## config.mk

```make
export PLATFORM = sky130hd
export DESIGN_NAME = fetch_ctrl_flat
export DESIGN_NICKNAME = d
export VERILOG_FILES = /design/src/rtl/fetch_ctrl_pkg.sv /design/src/rtl/fetch_ctrl_if.sv /design/src/rtl/sat_counter.sv /design/src/rtl/fetch_ctrl.sv /design/src/flat_wrapper.sv
export SDC_FILE = /design/constraint.sdc
export NUM_CORES = 1
export LEC_CHECK = 0
export ABC_AREA = 1
export BUFFER_PORTS_ARGS = -buffer_cell sky130_fd_sc_hd__clkbuf_2
export CAP_MARGIN = 30
export CORE_ASPECT_RATIO = 1.4
export CORE_MARGIN = 5
export CORE_UTILIZATION = 50
export DETAILED_ROUTE_END_ITERATION = 6
export GPL_TIMING_DRIVEN = 0
export PLACE_DENSITY = 0.72
export RECOVER_POWER = 25
export SYNTH_ARGS = -nofsm -noshare
export SYNTH_HDL_FRONTEND = slang
export SYNTH_SLANG_ARGS = --single-unit
```

## constraint.sdc

```tcl
create_clock -name CLK -period 4.1 [get_ports CLK]
set_input_delay 0.205 -clock CLK [delete_from_list [all_inputs] [get_ports CLK]]
set_output_delay 0.205 -clock CLK [all_outputs]
set_load 0.03 [all_outputs]
```

## src/rtl/fetch_ctrl_pkg.sv

```systemverilog
// Shared types and constants for the fetch sequencing controller.
//   state_t  : controller state encoding
//   PCW_DEF  : default program-counter width (matches IF)
//   FCNT_W   : width of the flush-cycle counter (FLUSH_CYC up to 7)
package fetch_ctrl_pkg;

  localparam int PCW_DEF = 8;
  localparam int FCNT_W  = 3;

  typedef enum logic [2:0] {
    IDLE,
    RUN,
    STALL,
    FLUSH,
    DONE
  } state_t;

endpackage

```

## src/rtl/fetch_ctrl_if.sv

```systemverilog
// Pipeline-event and IF-control bundle around the fetch controller.
//   master : controller side (takes pipeline events, drives IF controls)
//   slave  : pipeline / IF side
//   inputs to controller : start, br_req, br_target, halt_req, stall_req
//   outputs of controller: branch, branch_adr, Halt, flush, done, cycle_cnt
interface fetch_ctrl_if
  import fetch_ctrl_pkg::*;
#(
  parameter int PCW  = PCW_DEF,
  parameter int CNTW = 16
);

  logic           start;
  logic           br_req;
  logic [PCW-1:0] br_target;
  logic           halt_req;
  logic           stall_req;

  logic            branch;
  logic [PCW-1:0]  branch_adr;
  logic            Halt;
  logic            flush;
  logic            done;
  logic [CNTW-1:0] cycle_cnt;

  modport master (
    input  start, br_req, br_target, halt_req, stall_req,
    output branch, branch_adr, Halt, flush, done, cycle_cnt
  );

  modport slave (
    output start, br_req, br_target, halt_req, stall_req,
    input  branch, branch_adr, Halt, flush, done, cycle_cnt
  );

endinterface

```

## src/rtl/sat_counter.sv

```systemverilog
// Saturating up-counter with synchronous clear.
//   clk, rst_n : clock, asynchronous active-low reset
//   enable     : count one step this cycle
//   clear      : return to zero (wins over enable)
//   count      : current value, sticks at all-ones
module sat_counter #(
  parameter int CNTW = 16
) (
  input  logic            clk,
  input  logic            rst_n,
  input  logic            enable,
  input  logic            clear,
  output logic [CNTW-1:0] count
);

  localparam logic [CNTW-1:0] ONE = {{(CNTW-1){1'b0}}, 1'b1};

  always_ff @(posedge clk or negedge rst_n) begin
    if (!rst_n) begin
      count <= '0;
    end else if (clear) begin
      count <= '0;
    end else if (enable && (count != '1)) begin
      count <= count + ONE;
    end
  end

endmodule

```

## src/rtl/fetch_ctrl.sv

```systemverilog
// Sequencing controller for the instruction-fetch unit.
// Turns program start, taken branches, halts and data-memory stalls into
// IF's branch/branch_adr/Halt controls, a flush strobe, a done flag and an
// active-cycle counter.
//   CLK, Reset : clock, asynchronous active-low reset
//   bus        : fetch_ctrl_if master modport (events in, IF controls out)
//
//   state | meaning
//   IDLE  | after reset, PC held, waiting for start
//   RUN   | fetching, events evaluated by priority
//   STALL | data memory busy, PC held, a branch may be pending
//   FLUSH | branch issued, squashing FLUSH_CYC wrong-path slots
//   DONE  | halted, counter frozen, waiting for restart
module fetch_ctrl
  import fetch_ctrl_pkg::*;
#(
  parameter int             PCW       = PCW_DEF,
  parameter logic [PCW-1:0] START_ADR = '0,
  parameter int             FLUSH_CYC = 2,
  parameter int             CNTW      = 16
) (
  input logic         CLK,
  input logic         Reset,
  fetch_ctrl_if.master bus
);

  localparam logic [FCNT_W-1:0] FLUSH_LAST = FCNT_W'(FLUSH_CYC - 1);

  state_t            state;
  logic [FCNT_W-1:0] flush_left;
  logic              pending;
  logic [PCW-1:0]    pending_adr;

  logic cnt_en;
  logic cnt_clr;

  assign cnt_en  = (state == RUN) || (state == STALL) || (state == FLUSH);
  assign cnt_clr = bus.start && ((state == IDLE) || (state == DONE));

  always_ff @(posedge CLK or negedge Reset) begin
    if (!Reset) begin
      state          <= IDLE;
      flush_left     <= '0;
      pending        <= 1'b0;
      pending_adr    <= '0;
      bus.branch     <= 1'b0;
      bus.branch_adr <= '0;
      bus.Halt       <= 1'b1;
      bus.flush      <= 1'b0;
      bus.done       <= 1'b0;
    end else begin
      // branch is a one-cycle strobe everywhere
      bus.branch <= 1'b0;
      case (state)
        IDLE, DONE: begin
          if (bus.start) begin
            state          <= RUN;
            bus.branch     <= 1'b1;
            bus.branch_adr <= START_ADR;
            bus.Halt       <= 1'b0;
            bus.done       <= 1'b0;
            bus.flush      <= 1'b0;
          end
        end

        RUN: begin
          if (bus.br_req && bus.stall_req) begin
            // branch must wait until memory frees up
            pending     <= 1'b1;
            pending_adr <= bus.br_target;
            state       <= STALL;
            bus.Halt    <= 1'b1;
          end else if (bus.br_req) begin
            // older branch wins over a same-cycle halt
            state          <= FLUSH;
            flush_left     <= FLUSH_LAST;
            bus.branch     <= 1'b1;
            bus.branch_adr <= bus.br_target;
            bus.flush      <= 1'b1;
            bus.Halt       <= 1'b0;
          end else if (bus.halt_req) begin
            state    <= DONE;
            bus.Halt <= 1'b1;
            bus.done <= 1'b1;
          end else if (bus.stall_req) begin
            state    <= STALL;
            bus.Halt <= 1'b1;
          end
        end

        STALL: begin
          if (!bus.stall_req) begin
            if (pending) begin
              pending        <= 1'b0;
              state          <= FLUSH;
              flush_left     <= FLUSH_LAST;
              bus.branch     <= 1'b1;
              bus.branch_adr <= pending_adr;
              bus.flush      <= 1'b1;
              bus.Halt       <= 1'b0;
            end else begin
              state    <= RUN;
              bus.Halt <= 1'b0;
            end
          end
        end

        FLUSH: begin
          // events here come from squashed instructions
          if (flush_left == '0) begin
            state     <= RUN;
            bus.flush <= 1'b0;
          end else begin
            flush_left <= flush_left - 1'b1;
          end
        end

        default: begin
          state    <= IDLE;
          bus.Halt <= 1'b1;
        end
      endcase
    end
  end

  sat_counter #(
    .CNTW (CNTW)
  ) u_cycle_cnt (
    .clk    (CLK),
    .rst_n  (Reset),
    .enable (cnt_en),
    .clear  (cnt_clr),
    .count  (bus.cycle_cnt)
  );

endmodule

```

## src/flat_wrapper.sv

```systemverilog
// flat-port wrapper written by rule: the top's interface ports become plain ports
module fetch_ctrl_flat import fetch_ctrl_pkg::*;
#(
  parameter int             PCW       = PCW_DEF,
  parameter logic [PCW-1:0] START_ADR = '0,
  parameter int             FLUSH_CYC = 2,
  parameter int             CNTW      = 16
)
  (CLK, Reset, bus_start, bus_br_req, bus_br_target, bus_halt_req, bus_stall_req, bus_branch, bus_branch_adr, bus_Halt, bus_flush, bus_done, bus_cycle_cnt);
  fetch_ctrl_if #(.PCW(PCW), .CNTW(CNTW)) bus_i ();
  input logic CLK;
  input logic Reset;
  input wire logic [$bits(bus_i.start)-1:0] bus_start;
  input wire logic [$bits(bus_i.br_req)-1:0] bus_br_req;
  input wire logic [$bits(bus_i.br_target)-1:0] bus_br_target;
  input wire logic [$bits(bus_i.halt_req)-1:0] bus_halt_req;
  input wire logic [$bits(bus_i.stall_req)-1:0] bus_stall_req;
  output wire logic [$bits(bus_i.branch)-1:0] bus_branch;
  output wire logic [$bits(bus_i.branch_adr)-1:0] bus_branch_adr;
  output wire logic [$bits(bus_i.Halt)-1:0] bus_Halt;
  output wire logic [$bits(bus_i.flush)-1:0] bus_flush;
  output wire logic [$bits(bus_i.done)-1:0] bus_done;
  output wire logic [$bits(bus_i.cycle_cnt)-1:0] bus_cycle_cnt;
  assign bus_i.start = bus_start;
  assign bus_i.br_req = bus_br_req;
  assign bus_i.br_target = bus_br_target;
  assign bus_i.halt_req = bus_halt_req;
  assign bus_i.stall_req = bus_stall_req;
  assign bus_branch = bus_i.branch;
  assign bus_branch_adr = bus_i.branch_adr;
  assign bus_Halt = bus_i.Halt;
  assign bus_flush = bus_i.flush;
  assign bus_done = bus_i.done;
  assign bus_cycle_cnt = bus_i.cycle_cnt;
  fetch_ctrl #(.PCW(PCW), .START_ADR(START_ADR), .FLUSH_CYC(FLUSH_CYC), .CNTW(CNTW)) u_core (.CLK(CLK), .Reset(Reset), .bus(bus_i));
endmodule
```

==> flow_summary.toml, run 1 <==
[yosys]
ys.warnings.count = 0
ys_seq_area_share_pct = 44.84
yosysUniqueCellTypes = 25
synth_area_sq_um = 2402
synth_seq_cells = 43
synth_cells = 323
syn_nets = 340
syn_avg_cell_area_sq_um = 7.437

[cts]
tritoncts = "yes"
cts_buffers = 5
ctsResizeCount = 0
clock_sinks = 43
cts.clk_slew.worst_paths_ns = 0.09
cts_root_buffer = "clkbuf_8"
clock_path_buffers = 2
post_cts_buffers = 0
htreeDepth = 2
insertion_delay_ns = 0.30
hold_buffers = 1

[critical_path]
path_delay_family = "buffers and inverters"
slowest_delay_ns = 1.23
r2r_start = "u_core.u_cycle_cnt.count[0]$_DFFE_PN0P_"
worstSetupEndpointType = "asynchronous set/reset pin"
path_cells = "dlygate4sd3_1, clkbuf_1, clkbuf_1"
required_ns = 4.22
crit_path_start_kind = "input port"
crit_start = "Reset"
crit_buf_inv = 3
r2r_slack_ns = 2.43
cp.depth = 3
arrival_ns = 2.52
rr_endpoint = "u_core.u_cycle_cnt.count[12]$_DFFE_PN0P_"
cp_max_fo = 31
crit_end = "u_core.bus.branch$_DFF_PN0_"
worstRegToRegCells = 9
critical_path_class = "input port to asynchronous set/reset pin"
slowest_stage = "clkbuf_1"
crit_top_cell = "clkbuf_1"

[detailed_routing]
wl_microns = 5359
vias_per_cell = 4.945
drt_iter0_drc = 126
first_pass_iters = 5
dr_total_vias = 2156
drc = 0
drtAntennaViolNets = 0
routedWlPerCell_microns = 12.29

[outcome]
status = "finished with violations"
violations = "max-capacitance violations, max-slew violations"

[cells_and_area]
diodes = 0
nets = 390
area_delta_synth_final_pct = 17.97
drive_above_1_share_pct = 20.59
final_area_sq_um = 2834

[power]
p_switching_w = 0.0009041
p_sw_share_pct = 44.85
clkPwrFrac_pct = 19.7
sequentialPowerShare_pct = 34.1
comb_power_share_pct = 46.2
power_density_nw_per_um2 = 711.3
intPower_w = 0.001112
ir_drop_mv = 0.3512
leakage_nw = 1.507

[place]
hpwlAfterDp_microns = 4092
port-buffer-count = 41
place_area_sq_um = 2705
gp_congestion = 0.8552

[sta]
fmax_ghz = 0.4168
final_max_slew_viol_count = 32
min_period_ns = 2.399
skew_ns = 0.007869
rsz0062_at_grt = "false"
fin_tns_setup_ns = 0
finalSetupViolCount = 0
period_share_pct = 58.51
tightest_slew_ns = 1.624
hold_viol = 0
worst_slew_margin_rel_pct = -8.289

[global_route]
antenna_found_initial = 0
grt_overflow = 0
grt_pass1_vias = 2151
grtUsageTotal_pct = 19.27
grt_max_degree = 32
grt_first_pass_wirelength_microns = 9501

[die]
die_area_sq_um = 6310
core_sq_um = 4608
io_pins = 42
die_y_microns = 92.02
die_w_microns = 68.58
initial_core_util_pct = 52.13
rows = 29

[worst_hold_path]
hp-class = "input port to register"

[job]
maxCapViolCount = 1
per-stage QoR:
step	utilization (%)	power [W]	worst slack (ns)	std cells	hold WS (ns)
detailed placement	58.70	0.001637	2.461	427	0.1360
global placement	58.27	0.001614	2.470	426	0.4487
floorplan	-	0.001378	2.439	323	-0.09059
global route	61.50	0.002186	1.210	436	0.1633
finish	61.50	0.002016	1.701	436	0.1481
CTS	61.88	0.002039	2.439	436	0.1442
power by group through the flow:
stage	clock network, W	registers (W)	logic, W
global placement	0	0.000690	0.000924
CTS	0.000404	0.000687	0.000947
global route	0.000426	0.000709	0.00105
finish	0.000397	0.000687	0.000931
detailed placement	0	0.000695	0.000942
floorplan	0	0.000834	0.000544
worst min-delay path, stage by stage:
cell	delay [ns]
clkbuf_2	0.08
inv_1	0.05
o21ai_0	0.08
final cells by class:
class,count,area [sq um]
Fill cell,452,1774
Multi-Input combinational cell,241,1161
Sequential cell,43,1077
Timing Repair Buffer,43,217.7
Inverter,33,123.9
Tap cell,62,77.57
Clock buffer,5,68.82
Clock inverter,3,67.56
Buffer,6,40.04
cells in the final DEF, fill, tap and decap left out, types with 3 or more instances in the layout:
cell      instances
nand2_1         118
dfrtp_1          42
clkbuf_2         40
nor2_1           30
inv_1            27
nand3_1          21
o21ai_0          20
nand4_1          10
o21ai_1           8
inv_2             6
nand2_2           6
xor2_1            6
clkbuf_8          5
nor2_2            4
o21bai_1          4
nor2_4            3
clkbuf_1          3
ha_1              3
registers in the layout, summed over array words and instances (netlist names):
signal / flops
u_core.bus.Halt: 1
u_core.bus.branch: 1
u_core.bus.branch_adr: 8
u_core.bus.done: 1
u_core.bus.flush: 1
u_core.flush_left: 3
u_core.pending: 1
u_core.pending_adr: 8
u_core.state: 3
u_core.u_cycle_cnt.count: 16
cell usage after synthesis (all sizes together):
library cell	count	area [sq um]
dfstp	1	26.28
o21bai	4	30.03
ha	3	37.54
nand3	23	125.1
inv	33	123.9
nor2	39	211.5
a31oi	1	6.260
buf	5	36.28
o21ai	28	140.1
a21oi	2	10.01
nand4	10	62.56
dfrtp	42	1051
xor2	6	52.55
clkbuf	1	3.750
nand2	124	480.5
nor3	1	5.000
cell families (layout without fill, tap and decap cells):
kind of cell | Yosys count | count (layout) | share of synthesized area (%)
and+or+nand+nor | 197 | 197 | 36.82
DFF | 43 | 43 | 44.84
buffers and inverters | 39 | 90 | 6.823
AOI/OAI and AO/OA | 35 | 35 | 7.761
xor gates and xnor gates | 6 | 6 | 2.187
adders and majority gates | 3 | 3 | 1.563
layer usage:
| layer | wire [microns] | GRT usage, % | part of all wire (%) |
|---|---|---|---|
| met1 | 2291 | 23.73 | 43 |
| met2 | 2686 | 31.55 | 50 |
| met3 | 257 | 4.401 | 4.8 |
| met4 | 124 | 7.960 | 2.3 |
| met5 | 0 | 0 | 0 |
how the worst min path moves through the flow:
stage	startpoint	to	slack, ns	cells past startpoint
finish	bus_br_target[1]	u_core.pending_adr[1]$_DFFE_PN0P_	0.15	3
global route	bus_br_target[1]	u_core.pending_adr[1]$_DFFE_PN0P_	0.16	3
CTS	bus_br_target[1]	u_core.pending_adr[1]$_DFFE_PN0P_	0.14	3
detailed placement	Reset	u_core.flush_left[1]$_DFFE_PN0P_	0.14	1
global placement	u_core.bus.Halt$_DFFE_PN1P_	u_core.bus.Halt$_DFFE_PN1P_	0.45	2
floorplan	Reset	u_core.bus.branch$_DFF_PN0_	-0.09	0
No activity file was read; power rests on OpenSTA's default activity.
==> inputs of run 2 (changes only) <==
Clock period 4.1 ns to 2.31 ns, I/O delays scaled along.
==> run 2 against run 1 <==
  * The flow now finishes without violations
  * Critical endpoint is now u_core.u_cycle_cnt.count[12]$_DFFE_PN0P_
  * Power is 77% higher
  * Final area hardly changed
  * Final cell count stayed put
==> flow_summary.toml, run 2 (synthesis gave the netlist of run 1 again) <==
[global_route]
grtUsageTotal_pct = 19.27
grt_pass1_vias = 2151
antenna_found_initial = 0
grt_overflow = 0
grt_max_degree = 32
grt_first_pass_wirelength_microns = 9501

[sta]
period_share_pct = 72.18
min_period_ns = 1.667
fin_tns_setup_ns = 0
hold_viol = 0
worst_hold_slack_ns = 0.05865
worst_slew_margin_rel_pct = 50.00
fmax_ghz = 0.5998
tightest_slew_ns = 0.7500
skew_ns = 0.007869
final_max_slew_viol_count = 0
rsz0062_at_grt = "false"
finalSetupViolCount = 0

[cts]
clock_sinks = 43
clock_path_buffers = 2
insertion_delay_ns = 0.30
htreeDepth = 2
cts_buffers = 5
cts_root_buffer = "clkbuf_8"
tritoncts = "yes"
cts.clk_slew.worst_paths_ns = 0.09

[detailed_routing]
drtAntennaViolNets = 0
routedWlPerCell_microns = 12.29
first_pass_iters = 5
drt_iter0_drc = 126
wl_microns = 5358
dr_total_vias = 2156
drc = 0
vias_per_cell = 4.945

[cells_and_area]
layout_commonest_cell = "nand2_1"
area_delta_synth_final_pct = 18.02
nets = 390
drive_above_1_share_pct = 20.86
utilization_pct = 61.53
reg.largest.list = "u_core.u_cycle_cnt.count x16, u_core.bus.branch_adr x8, u_core.pending_adr x8"
most-common-layout-cells = "118 x nand2_1, 42 x dfrtp_1, 41 x clkbuf_2"
regMostFlops = "u_core.u_cycle_cnt.count"
largest_reg_flops = 16
diodes = 0
fillCellCount = 451

[critical_path]
slowest_delay_ns = 0.42
required_ns = 2.55
r2r_slack_ns = 0.64
path_cells = "ha_1, nand3_2, inv_2, nand2_2, nor2_4, nor2_4, buf_4, nand4_1, nand2_1"
slowest_stage = "dfrtp_1"
arrival_ns = 1.90
crit_top_cell = "nor2_4"
crit_path_start_kind = "register"
critical_path_class = "register to register"
worstSetupEndpointType = "register"
cp_max_fo = 10

[place]
port-buffer-count = 41
hpwlAfterDp_microns = 4092
gp_congestion = 0.8552

[die]
die_w_microns = 68.58
initial_core_util_pct = 52.13
core_sq_um = 4608
die_y_microns = 92.02
die_area_sq_um = 6310
io_pins = 42
rows = 29

[job]
maxCapViolCount = 0

[power]
p_switching_w = 0.001605
clkPwrFrac_pct = 19.7
p_sw_share_pct = 44.85
leakage_nw = 1.510
intPower_w = 0.001973
power_density_nw_per_um2 = 1262
sequentialPowerShare_pct = 34.1
comb_power_share_pct = 46.2
ir_drop_mv = 0.6234

[outcome]
status = "complete, no violations"

[worst_hold_path]
hp-class = "input port to register"
run 2: layout make-up:
class	count	area, sq um	share of cell area (%)
multi-input cells	241	1161	40.95
clock inverters	3	67.56	2.383
repair buffers	43	219.0	7.723
clock buffers	5	68.82	2.427
plain buffers	6	40.04	1.412
well taps	62	77.57	2.736
flip-flops and latches	43	1077	38.00
inverters	33	123.9	4.369
run 2: metal layers:
layer / vias to the layer above / share of wire [%] / track usage, %
li1: 1124 / - / -
met1: 975 / 43 / 23.73
met2: 46 / 50 / 31.55
met3: 11 / 4.8 / 4.401
met4: 0 / 2.3 / 7.960
met5: - / 0 / 0
run 2: per-stage QoR:
stage	total power (W)	worst slack [ns]	instance area (sq um)	instances
6_report	0.003578	0.6427	2835	436
5_1_grt	0.003879	0.4397	2835	436
4_1_cts	0.003619	0.6491	2851	436
3_5_place_dp	0.002905	0.6707	2705	427
3_3_place_gp	0.002864	0.6802	2685	426
2_1_floorplan	0.002446	0.6490	2402	323
run 2: repair_timing:
action / 4_1_cts / 5_1_grt
setup buffers: 0 / 0
endpoints found under the hold margin: 11 / 0
resized for setup: 0 / 0
setup endpoints to repair: 0 / 0
hold buffers: 1 / 0
run 2: worst max-delay path: cells and delay by family (launching register included):
| family | cells | cell delay [ns] |
|---|---|---|
| flops | 1 | 0.42 |
| fa+ha+maj | 1 | 0.25 |
| simple gates | 6 | 0.66 |
| buf+inv | 2 | 0.27 |
run 2: final timing paths:
kind / cells past startpoint / from / to
worst max-delay path: 9 / u_core.u_cycle_cnt.count[0]$_DFFE_PN0P_ / u_core.u_cycle_cnt.count[12]$_DFFE_PN0P_
worst min-delay path: 3 / bus_br_target[1] / u_core.pending_adr[1]$_DFFE_PN0P_
worst max register to register: 9 / u_core.u_cycle_cnt.count[0]$_DFFE_PN0P_ / u_core.u_cycle_cnt.count[12]$_DFFE_PN0P_
worst min register to register: 2 / u_core.bus.Halt$_DFFE_PN1P_ / u_core.bus.Halt$_DFFE_PN1P_
max in group asynchronous: 3 / Reset / u_core.bus.branch$_DFF_PN0_
min in group asynchronous: 2 / Reset / u_core.flush_left[1]$_DFFE_PN0P_
run 2: power by group through the flow:
stage          sequential [W]  combinational [W]  clock [W]
3_5_place_dp          0.00123            0.00167          0
3_3_place_gp          0.00122            0.00164          0
6_report              0.00122            0.00165   0.000704
4_1_cts               0.00122            0.00168   0.000718
5_1_grt               0.00126            0.00186   0.000757
2_1_floorplan         0.00148           0.000966          0
==> inputs of run 3 (changes only) <==
Settings changed: PLACE_DENSITY 0.72 to 0.75.
Clock period 2.31 ns to 1.5 ns, I/O delays scaled along.
==> run 3 against run 2 <==
  * The run now ends with negative setup slack left
  * Worst setup slack lost 0.65 ns
  * Routed wire length grew 7.4%
  * Critical path type unchanged
  * Die area is the same
  * Sequential cell count is the same
  * Critical endpoint is now u_core.u_cycle_cnt.count[13]$_DFFE_PN0P_
  * Register-to-register slack lost 0.65 ns
==> flow_summary.toml, run 3 (synthesis gave the netlist of run 1 again) <==
[cts]
clock_sinks = 43
htreeDepth = 2
cts_root_buffer = "clkbuf_8"
cts_buffers = 5
cts.clk_slew.worst_paths_ns = 0.08
tritoncts = "yes"
insertion_delay_ns = 0.30
clock_path_buffers = 2

[die]
die_area_sq_um = 6310
initial_core_util_pct = 52.13
die_y_microns = 92.02
die_w_microns = 68.58
rows = 29
io_pins = 42
core_sq_um = 4608

[critical_path]
path_delay_family = "simple AND/OR/NAND/NOR gates"
cp_max_fo = 6
crit_buf_inv = 1
path_cells = "nand2_2, nor2_2, nand2_2, nor2_4, nor2_4, nor2_8, clkbuf_16, nand2_2, nand2_1"
arrival_ns = 1.75
crit_top_cell = "nand2_2"
worstSetupEndpointType = "register"
critical_path_class = "register to register"
crit_path_start_kind = "register"
slowest_delay_ns = 0.40
required_ns = 1.74
slowest_stage = "dfrtp_1"

[global_route]
grt_pass1_vias = 2148
grtUsageTotal_pct = 19.23
grt_max_degree = 33
grt_overflow = 0
antenna_found_initial = 0
grt_first_pass_wirelength_microns = 9432

[sta]
worst_slew_margin_rel_pct = 58.08
skew_ns = 0.005884
worst_hold_slack_ns = 0.02480
final.setup.worst_slack_ns = -0.01125
min_period_ns = 1.511
final_max_slew_viol_count = 0
period_share_pct = 100.7
tightest_slew_ns = 0.6287
fin_tns_setup_ns = -0.03417
fmax_ghz = 0.6617
finalSetupViolCount = 5
hold_viol = 0
rsz0062_at_grt = "true"

[worst_hold_path]
hp-class = "input port to register"

[cells_and_area]
largest_reg_flops = 16
reg.largest.list = "u_core.u_cycle_cnt.count x16, u_core.bus.branch_adr x8, u_core.pending_adr x8"
nets = 407
utilization_pct = 67.45
fin_cells = 453
layout_commonest_cell = "nand2_1"
area_delta_synth_final_pct = 29.37
regMostFlops = "u_core.u_cycle_cnt.count"
diodes = 0
drive_above_1_share_pct = 33.50
most-common-layout-cells = "104 x nand2_1, 40 x clkbuf_2, 28 x dfrtp_1"

[power]
p_sw_share_pct = 45.93
power_density_nw_per_um2 = 1869
sequentialPowerShare_pct = 33.1
comb_power_share_pct = 52.7
leakage_nw = 1.611
p_switching_w = 0.002668
ir_drop_mv = 1.073
clkPwrFrac_pct = 14.1
intPower_w = 0.003141

[detailed_routing]
routedWlPerCell_microns = 12.70
dr_total_vias = 2283
drc = 0
vias_per_cell = 5.040
drt_iter0_drc = 84
first_pass_iters = 4
wl_microns = 5754
drtAntennaViolNets = 0

[place]
hpwlAfterDp_microns = 3989
port-buffer-count = 41
gp_congestion = 0.9215
dp_cells = 427

[outcome]
violations = "negative setup slack"
status = "finished with violations"

[job]
maxCapViolCount = 0
[run 3: cell count changes in the layout (fill, tap and decap cells not counted), moves of 5 or more]
cell	change
nor2_1	-5
nand2_2	+11
dfrtp_1	-14
nand2_1	-14
dfrtp_2	+14
buf_4	+15
[run 3: final timing paths]
kind                                                               from                                  endpoint  slack [ns]  cells after the start
min in group asynchronous                                         Reset   u_core.u_cycle_cnt.count[4]$_DFFE_PN0P_        0.30                      2
worst min register to register              u_core.bus.Halt$_DFFE_PN1P_               u_core.bus.Halt$_DFFE_PN1P_        0.46                      2
worst max register to register  u_core.u_cycle_cnt.count[8]$_DFFE_PN0P_  u_core.u_cycle_cnt.count[13]$_DFFE_PN0P_       -0.01                      9
worst max-delay path            u_core.u_cycle_cnt.count[8]$_DFFE_PN0P_  u_core.u_cycle_cnt.count[13]$_DFFE_PN0P_       -0.01                      9
worst min-delay path                                   bus_br_target[6]         u_core.pending_adr[6]$_DFFE_PN0P_        0.02                      3
max in group asynchronous                                         Reset  u_core.u_cycle_cnt.count[10]$_DFFE_PN0P_        0.21                      3
[run 3: area by class of cell]
| type | instances | area (sq um) |
|---|---|---|
| clock buffers | 7 | 96.34 |
| repair buffers | 60 | 366.6 |
| flip-flops and latches | 43 | 1095 |
| inverters | 33 | 123.9 |
| clock inverters | 1 | 7.507 |
| well taps | 62 | 77.57 |
| multi-input cells | 241 | 1284 |
| plain buffers | 6 | 57.56 |
| fillers | 407 | 1500 |
[run 3: repair_timing]
action,4_1_cts,5_1_grt
setup buffers,4,12
gates cloned,0,1
pin swaps,2,8
endpoints found under the hold margin,43,0
setup endpoints to repair,22,38
hold buffers,1,0
resized for setup,5,42
[run 3: stage by stage]
step	area [sq um]	power, W	worst slack (ns)
after floorplan	2432	0.003801	-0.009432
after global placement	2715	0.004437	-0.09536
after detailed placement	2735	0.004503	-0.09851
after CTS	2897	0.005469	0.004753
after global routing	3108	0.006264	-0.09894
final	3108	0.005809	-0.01125
[run 3: layer usage]
layer,up-vias,global-route usage (%),share of wire (%)
met3,18,4.034,4.6
met5,-,0,0
li1,1161,-,-
met4,0,7.960,3.1
met1,1041,22.99,41
met2,63,32.43,51
[run 3: worst register-to-register path: cells and delay by family, from the launching register on]
kind / cells / cell delay, ns
and+or+nand+nor: 8 / 0.88
buffers and inverters: 1 / 0.18
DFF: 1 / 0.40
[run 3: power by group through the flow]
| stage | Sequential [W] | Clock (W) | Combinational (W) |
|---|---|---|---|
| 2_1_floorplan | 0.00230 | 0 | 0.00150 |
| 3_3_place_gp | 0.00191 | 0 | 0.00253 |
| 3_5_place_dp | 0.00192 | 0 | 0.00258 |
| 4_1_cts | 0.00190 | 0.000856 | 0.00271 |
| 5_1_grt | 0.00197 | 0.000903 | 0.00339 |
| 6_report | 0.00193 | 0.000822 | 0.00306 |
